## config.mk

```make
export PLATFORM = sky130hd
export DESIGN_NAME = oai_slice_ref
export DESIGN_NICKNAME = d
export VERILOG_FILES = /design/src/rtl/netlist_tb_pkg.sv /design/src/rtl/oai_slice_ref.sv
export SDC_FILE = /design/constraint.sdc
export NUM_CORES = 1
export LEC_CHECK = 0
export BUFFER_PORTS_ARGS = -buffer_cell sky130_fd_sc_hd__clkbuf_2
export CAP_MARGIN = 10
export CORE_ASPECT_RATIO = 1.2
export CORE_MARGIN = 1.5
export CORE_UTILIZATION = 16
export DETAILED_ROUTE_END_ITERATION = 6
export GPL_TIMING_DRIVEN = 0
export PLACE_DENSITY = 0.86
export SLEW_MARGIN = 40
export SYNTH_ARGS = -nofsm -noshare
export SYNTH_HDL_FRONTEND = slang
export SYNTH_SLANG_ARGS = --single-unit
```

## constraint.sdc

```tcl
create_clock -name vclk -period 0.8
set_clock_uncertainty 0.15 [all_clocks]
set_input_delay 0.16 -clock vclk [all_inputs]
set_output_delay 0.16 -clock vclk [all_outputs]
set_load 0.02 [all_outputs]
```

## src/rtl/netlist_tb_pkg.sv

```systemverilog
// Shared constants, FSM states and LFSR/slice helpers for the OAI slice stimulus checker.
package netlist_tb_pkg;

   localparam int WIDTH   = 41;
   localparam int SLICES  = 9;
   localparam int SLICE_W = 4;
   localparam int CHK_W   = SLICES * SLICE_W;
   localparam int LFSR_W  = 72;

   // Taps for x^72 + x^66 + x^25 + x^19 + 1 (bit index = exponent - 1)
   localparam int TAP_0 = 71;
   localparam int TAP_1 = 65;
   localparam int TAP_2 = 24;
   localparam int TAP_3 = 18;

   typedef enum logic [1:0] {
      IDLE,
      RUN,
      DRAIN,
      DONE
   } state_t;

   function automatic logic [LFSR_W-1:0] lfsr_step(input logic [LFSR_W-1:0] s);
      return {s[LFSR_W-2:0], s[TAP_0] ^ s[TAP_1] ^ s[TAP_2] ^ s[TAP_3]};
   endfunction

   function automatic logic [SLICES-1:0] slice_fold(input logic [CHK_W-1:0] diff);
      logic [SLICES-1:0] r;
      r = '0;
      for (int k = 0; k < SLICES; k++) begin
         r[k] = |diff[k*SLICE_W +: SLICE_W];
      end
      return r;
   endfunction

endpackage

```

## src/rtl/oai_slice_ref.sv

```systemverilog
// Combinational golden model of the nine 4-bit OAI slices across the checked 36 bits.
module oai_slice_ref
   import netlist_tb_pkg::*;
(
   input  logic [CHK_W-1:0] a_i,
   input  logic [CHK_W-1:0] b_i,
   output logic [CHK_W-1:0] exp_o
);

   always_comb begin
      exp_o = '0;
      for (int k = 0; k < SLICES; k++) begin
         exp_o[k*SLICE_W]     = ~a_i[k*SLICE_W];
         exp_o[k*SLICE_W + 1] = ~b_i[k*SLICE_W];
         exp_o[k*SLICE_W + 2] = ~b_i[k*SLICE_W + 1];
         exp_o[k*SLICE_W + 3] = ~((a_i[k*SLICE_W + 1] | a_i[k*SLICE_W + 2]) &
                                  (b_i[k*SLICE_W + 1] | b_i[k*SLICE_W + 2]) &
                                  (a_i[k*SLICE_W + 3] | b_i[k*SLICE_W + 3]));
      end
   end

endmodule

```

* After elaboration in Yosys (flattened, before gate mapping) *
Index checks and enable logic that the tools add are counted.

word-level totals
  flip-flop bits (word level) = 0
  bits of input ports = 72
  output and inout port bits = 36
  logic and storage cells = 81

operators by class
  bitwise logic cells = 81

operators with widths
  kind              count
  1-bit NOT         36
  1-bit bitwise OR  27
  1-bit AND         18

* Longest topological paths before layout *
Gate-level depths: netlist of run 1.

  word-level depth = 4
  gate-level depth with buffers = 2
  mapped depth without buffers = 2

* Worst setup path before layout of run 1 *
Ideal clock, no wire load.

  path kind = input to output
  start = input b_i[9]
  end = output exp_o[11]
  arrival time = 0.469 ns
  data required time = 0.490 ns
  slack = 0.021 ns
  cell stages on the path = 2
  buffers on the path = 0
  path through = o22a_1 o21ai_2

between the ends
  word-level cells in the longest chain between the ends = 4

ends and longest elaborated chain
  what              RTL line             source
  start, declared   oai_slice_ref.sv:6   input logic [CHK_W-1:0] b_i,
  1-bit bitwise OR  oai_slice_ref.sv:17  (b_i[k*SLICE_W + 1] | b_i[k*SLICE_W + 2]) &
  1-bit AND         oai_slice_ref.sv:16  exp_o[k*SLICE_W + 3] = ~((a_i[k*SLICE_W + 1] | a_i[k*SLICE_W + 2]) &
  1-bit AND         oai_slice_ref.sv:17
  1-bit NOT         oai_slice_ref.sv:16
  end, declared     oai_slice_ref.sv:7   output logic [CHK_W-1:0] exp_o

Every way passes these cells.

* Worst setup path after layout of run 1 *
  start = input b_i[29]
  end = output exp_o[31]

Same word-level chain as after synthesis.

==> results.md, run 1 <==
* Tmin final at 1030 ps
* Routed len/inst at 12.3 um
* Distinct cells, synth at 3
* Peak VDD IR at 0.340 mV
* Starting Density at 17.5%
* Least-Margin Pin Slew at 137 ps
* DP HPWL at 1650 um
* Initial antenna violation count at 0
* Required @ worst endpoint at 490 ps
* Placed cells at 170
* Fin worst setup slack at -225 ps
* Failing checks: negative setup slack
* Global route overflow at 0
* Clock buf count at 0
* Worst hold margin at 407 ps
* Synth area leader: inv_1
* Fraction of final layout cells sized beyond drive strength 1 at between 80% and 90%
* Metal3 WL at 372 um
* DR DRC count at 0
* Mapped Area at 259 sq um
* Largest net degree at the start of global routing at 3
* Max Freq at 975 MHz
* IO Port Bufs at approximately 110
* Area grow syn2layout at 326%
* DRT met1 WL at 627 um
* WL final at 2160 um
* Hold crit path type: in -> out
* Placed cell areas at 821 sq um
* Core footprint at 1480 sq um
* Finished Layout Cells at 176
* Final Wtd Congestion at 0.731
* CP Class: in -> out
* Final Setup Violations at 15
* Arr. time, crit path at a little over 700 ps
* Run status: finished, violations left
* Fin util at 74.3%
* First-pass GRT wire length at about 2400 um
* Max Used Layer: met4
* First-iteration detailed-routing DRC count at 6
* Number of global-route vias before repair at 665
* Max Cap Violations at 0
* Most common cell in the netlist: inv_1
* Routed vias at 756
* Die Y at 47.1 um
* Nets at 233
* Crit end category: primary output
* Ys Warns at 0
* Syn Area/Cell at approximately 5.8 sq um
* Synth area leaders: inv_1 39%, o21ai_2 30%, o22a_1 30%
* Final Max Tran Viols at 0
* Post-route ant nets at 0
* Die W at 39.7 um
* IO Count at 108
* Post-synthesis cell count at 45
* Syn nets at 117
* Yosys top cell area share at 39.1%
* Seq/Total Area, Yosys at 0%
* Met2 routed WL at 1150 um
* All-Layer GR Usage at 18.2%
* Relative slew margins at 90.8%
* Final Instance Area at 1100 sq um
* Static leakage at 0.735 nW
* Site Rows at 15
* Critical path peak fanout at 2
* RSZ-0062 raised after global routing: yes
* Drt pass-1 iters at 2
* Part of the cycle the worst path needs at 128%
* P per Cell Area at 667 nW/um^2
* Top cells by count, synth: 27 x inv_1, 9 x o21ai_2, 9 x o22a_1
* Seq Cell Count at 0
* Antenna cells at 0
* Final hold vios at 0
* Sequential Area at 0 sq um
* Setup crit start kind: input pin
* Setup_tns at -1910 ps
* Die Area at 1870 sq um
* Via density at 4.30
-- cells by family after synthesis --
kind of cell,synth area share (%)
AO/OA/AOI/OAI,60.9
buffers and inverters,39.1
-- power by group --
group | switching [mW] | total [mW] | internal [mW] | leakage (nW)
Combinational | 0.332 | 0.735 | 0.403 | 0.735
Clock | 0 | 0 | 0 | 0
Sequential | 0 | 0 | 0 | 0
-- area by class of cell --
type               count  area, sq um
inverters             27          114
multi-input cells     18          158
repair buffers       114          810
fillers              115          380
well taps             17         21.3
-- path summary, 6_finish.rpt --
path	start	endpoint	slack [ps]	depth (start not counted)
hold / removal	b_i[21]	exp_o[22]	410	3
setup / recovery	b_i[29]	exp_o[31]	-230	4
-- critical path, stage by stage --
cell	delay (ps)
buf_6	90
o22a_1	230
o21ai_2	70
clkbuf_8	160
-- repair_timing --
| action | CTS | global route |
|---|---|---|
| pin swaps | 9 | 5 |
| hold buffers | 0 | 0 |
| setup endpoints to repair | 9 | 15 |
| gates resized for setup | 37 | 32 |
| hold endpoints to repair | 0 | 0 |
| buffers inserted | 5 | 3 |
-- placed cells by master, fill, tap and decap left out --
master	n
buf_4	1
buf_6	14
buf_8	7
clkbuf_2	83
clkbuf_8	9
inv_1	21
inv_2	1
inv_4	5
o21ai_2	9
o22a_1	9
-- metal layers --
layer	GRT usage (%)	vias to the layer above
met2	40.3	72
met5	0	-
met4	2.76	0
met1	13.4	317
li1	-	363
met3	7.58	4
-- through the flow --
step | setup WS (ps) | total power [mW]
after floorplan | 20.9 | 0.244
after global placement | -234 | 0.542
after detailed placement | -235 | 0.549
after CTS | -211 | 0.670
after global routing | -238 | 0.777
final | -225 | 0.735
Power figures use the tool's default switching activity.
==> run 2: changes to the inputs <==
--- a/config.mk
+++ b/config.mk
@@ -5,7 +5,7 @@
 export SDC_FILE = /design/constraint.sdc
 export NUM_CORES = 1
 export LEC_CHECK = 0
-export BUFFER_PORTS_ARGS = -buffer_cell sky130_fd_sc_hd__clkbuf_2
+export BUFFER_PORTS_ARGS = -buffer_cell sky130_fd_sc_hd__buf_2
 export CAP_MARGIN = 10
 export CORE_ASPECT_RATIO = 1.2
 export CORE_MARGIN = 1.5
==> results.md, run 2 (same netlist as run 1, synthesis figures left out) <==
* Run status: finished, violations left
* Failing checks: negative setup slack
* Post-CTS setup buffer count at 0
* Starting Density at 17.5%
* Die Area at 1870 sq um
* Via density at 4.12
* Static leakage at 0.672 nW
* Internal Power at 0.354 mW
* Arr. time, crit path at 670 ps
* Area grow syn2layout at 283%
* All-Layer GR Usage at 17.7%
* DP HPWL at 1610 um
* Final Wtd Congestion at 0.728
* Clock buf count at 0
* DR DRC count at 0
* Clk pwr share at 0%
* Fin util at 66.9%
* RSZ-0062 raised after global routing: yes
* Routed len/inst at between 10 and 15 um
* First-iteration detailed-routing DRC count at 2
* Worst hold path cell count at 3
* Routed vias at 701
* Largest net degree at the start of global routing at 3
* Number of global-route vias before repair at approximately 630
* Max Cap Violations at 0
* Die W at 39.7 um
* Fin worst setup slack at -179 ps
* Critical path peak fanout at 1
* Final Setup Violations at 9
* IO Port Bufs at 108
* Initial antenna violation count at 0
* Die Y at 47.1 um
* IO Count at between 100 and 150
* Commonest non-fill, non-tap cell in the layout: buf_2
* Sw Share at 45.8%
* P per Cell Area at 658 nW/um^2
* Cell family with the largest share of critical-path delay: compound AO/OA/AOI/OAI gates
* Least-Margin Pin Slew at 129 ps
* Critical path cell sequence: buf_6 > o22a_1 > o21ai_2 > buf_6
* Part of the cycle the worst path needs at 122%
* Net Sw Power at 0.299 mW
* Sequential Area at 0 sq um
* Dpl ws at -231 ps
* Seq Cell Count at 0
* WP buf/inv at 2
* Critical path depth at 4
* WL final at 1810 um
* Global route overflow at 0
* Tmin final at 979 ps
* Required @ worst endpoint at 490 ps
* Worst hold margin at a little over 400 ps
* Gate power share at 100.0%
* Hold crit path type: in -> out
* Worst path slowest cell: o22a_1
* CP max stage delay at approximately 220 ps
* Peak VDD IR at 0.305 mV
* Most common cell on crit path: buf_6
* First-pass GRT wire length at 2350 um
* Sequential power share at 0%
* Drt pass-1 iters at 2
* Relative slew margins at around nine tenths
* Site Rows at 15
* Fraction of final layout cells sized beyond drive strength 1 at 76.5%
* Nets at 227
* Crit end category: primary output
* Core footprint at 1480 sq um
* Commonest cells after routing, fill and taps aside: 80 x buf_2, 27 x inv_1, 27 x buf_6
* CP Class: in -> out
* Final Max Tran Viols at 0
* Post-route ant nets at 0
* Total power at about 0.65 mW
* Final hold vios at 0
* Setup crit start kind: input pin
* Max Freq at 1020 MHz
* Setup_tns at -1500 ps
* Antenna cells at 0
==> run 2: power by group through the flow <==
| stage | clock network [mW] | registers [mW] | logic, mW |
|---|---|---|---|
| floorplan | 0 | 0 | 0.244 |
| global placement | 0 | 0 | 0.538 |
| detailed placement | 0 | 0 | 0.545 |
| CTS | 0 | 0 | 0.657 |
| global route | 0 | 0 | 0.700 |
| finish | 0 | 0 | 0.653 |
==> run 2: area by class of cell <==
| class | count | area, sq um |
|---|---|---|
| repair buffers | 108 | 712 |
| inverters | 27 | 101 |
| fillers | 121 | 490 |
| well taps | 17 | 21.3 |
| multi-input cells | 18 | 158 |
==> run 2: path summary, 6_finish.rpt <==
path	startpoint	end	slack [ps]
min	b_i[1]	exp_o[2]	410
max	b_i[26]	exp_o[27]	-180
==> run 2: routing by layer <==
layer	vias to the layer above	global-route usage (%)	part of all wire [%]
met4	0	0	0
met2	66	38.0	55
met5	-	0	0
li1	353	-	-
met1	282	16.2	28
met3	0	5.69	18
==> run 2: timing repair <==
action	CTS	global route
setup endpoints to repair	10	10
pin swaps	9	0
gates resized for setup	36	1
hold buffers	0	0
==> run 2: tightest hold or removal path: stages <==
cell and delay, ps:
buf_6 70, inv_1 30, buf_2 140
==> run 2: per-stage QoR <==
step | std cells | area [sq um]
after detailed placement | 170 | 821
after global routing | 170 | 992
after global placement | 170 | 821
after CTS | 170 | 990
final | 170 | 992
after floorplan | 45 | 259
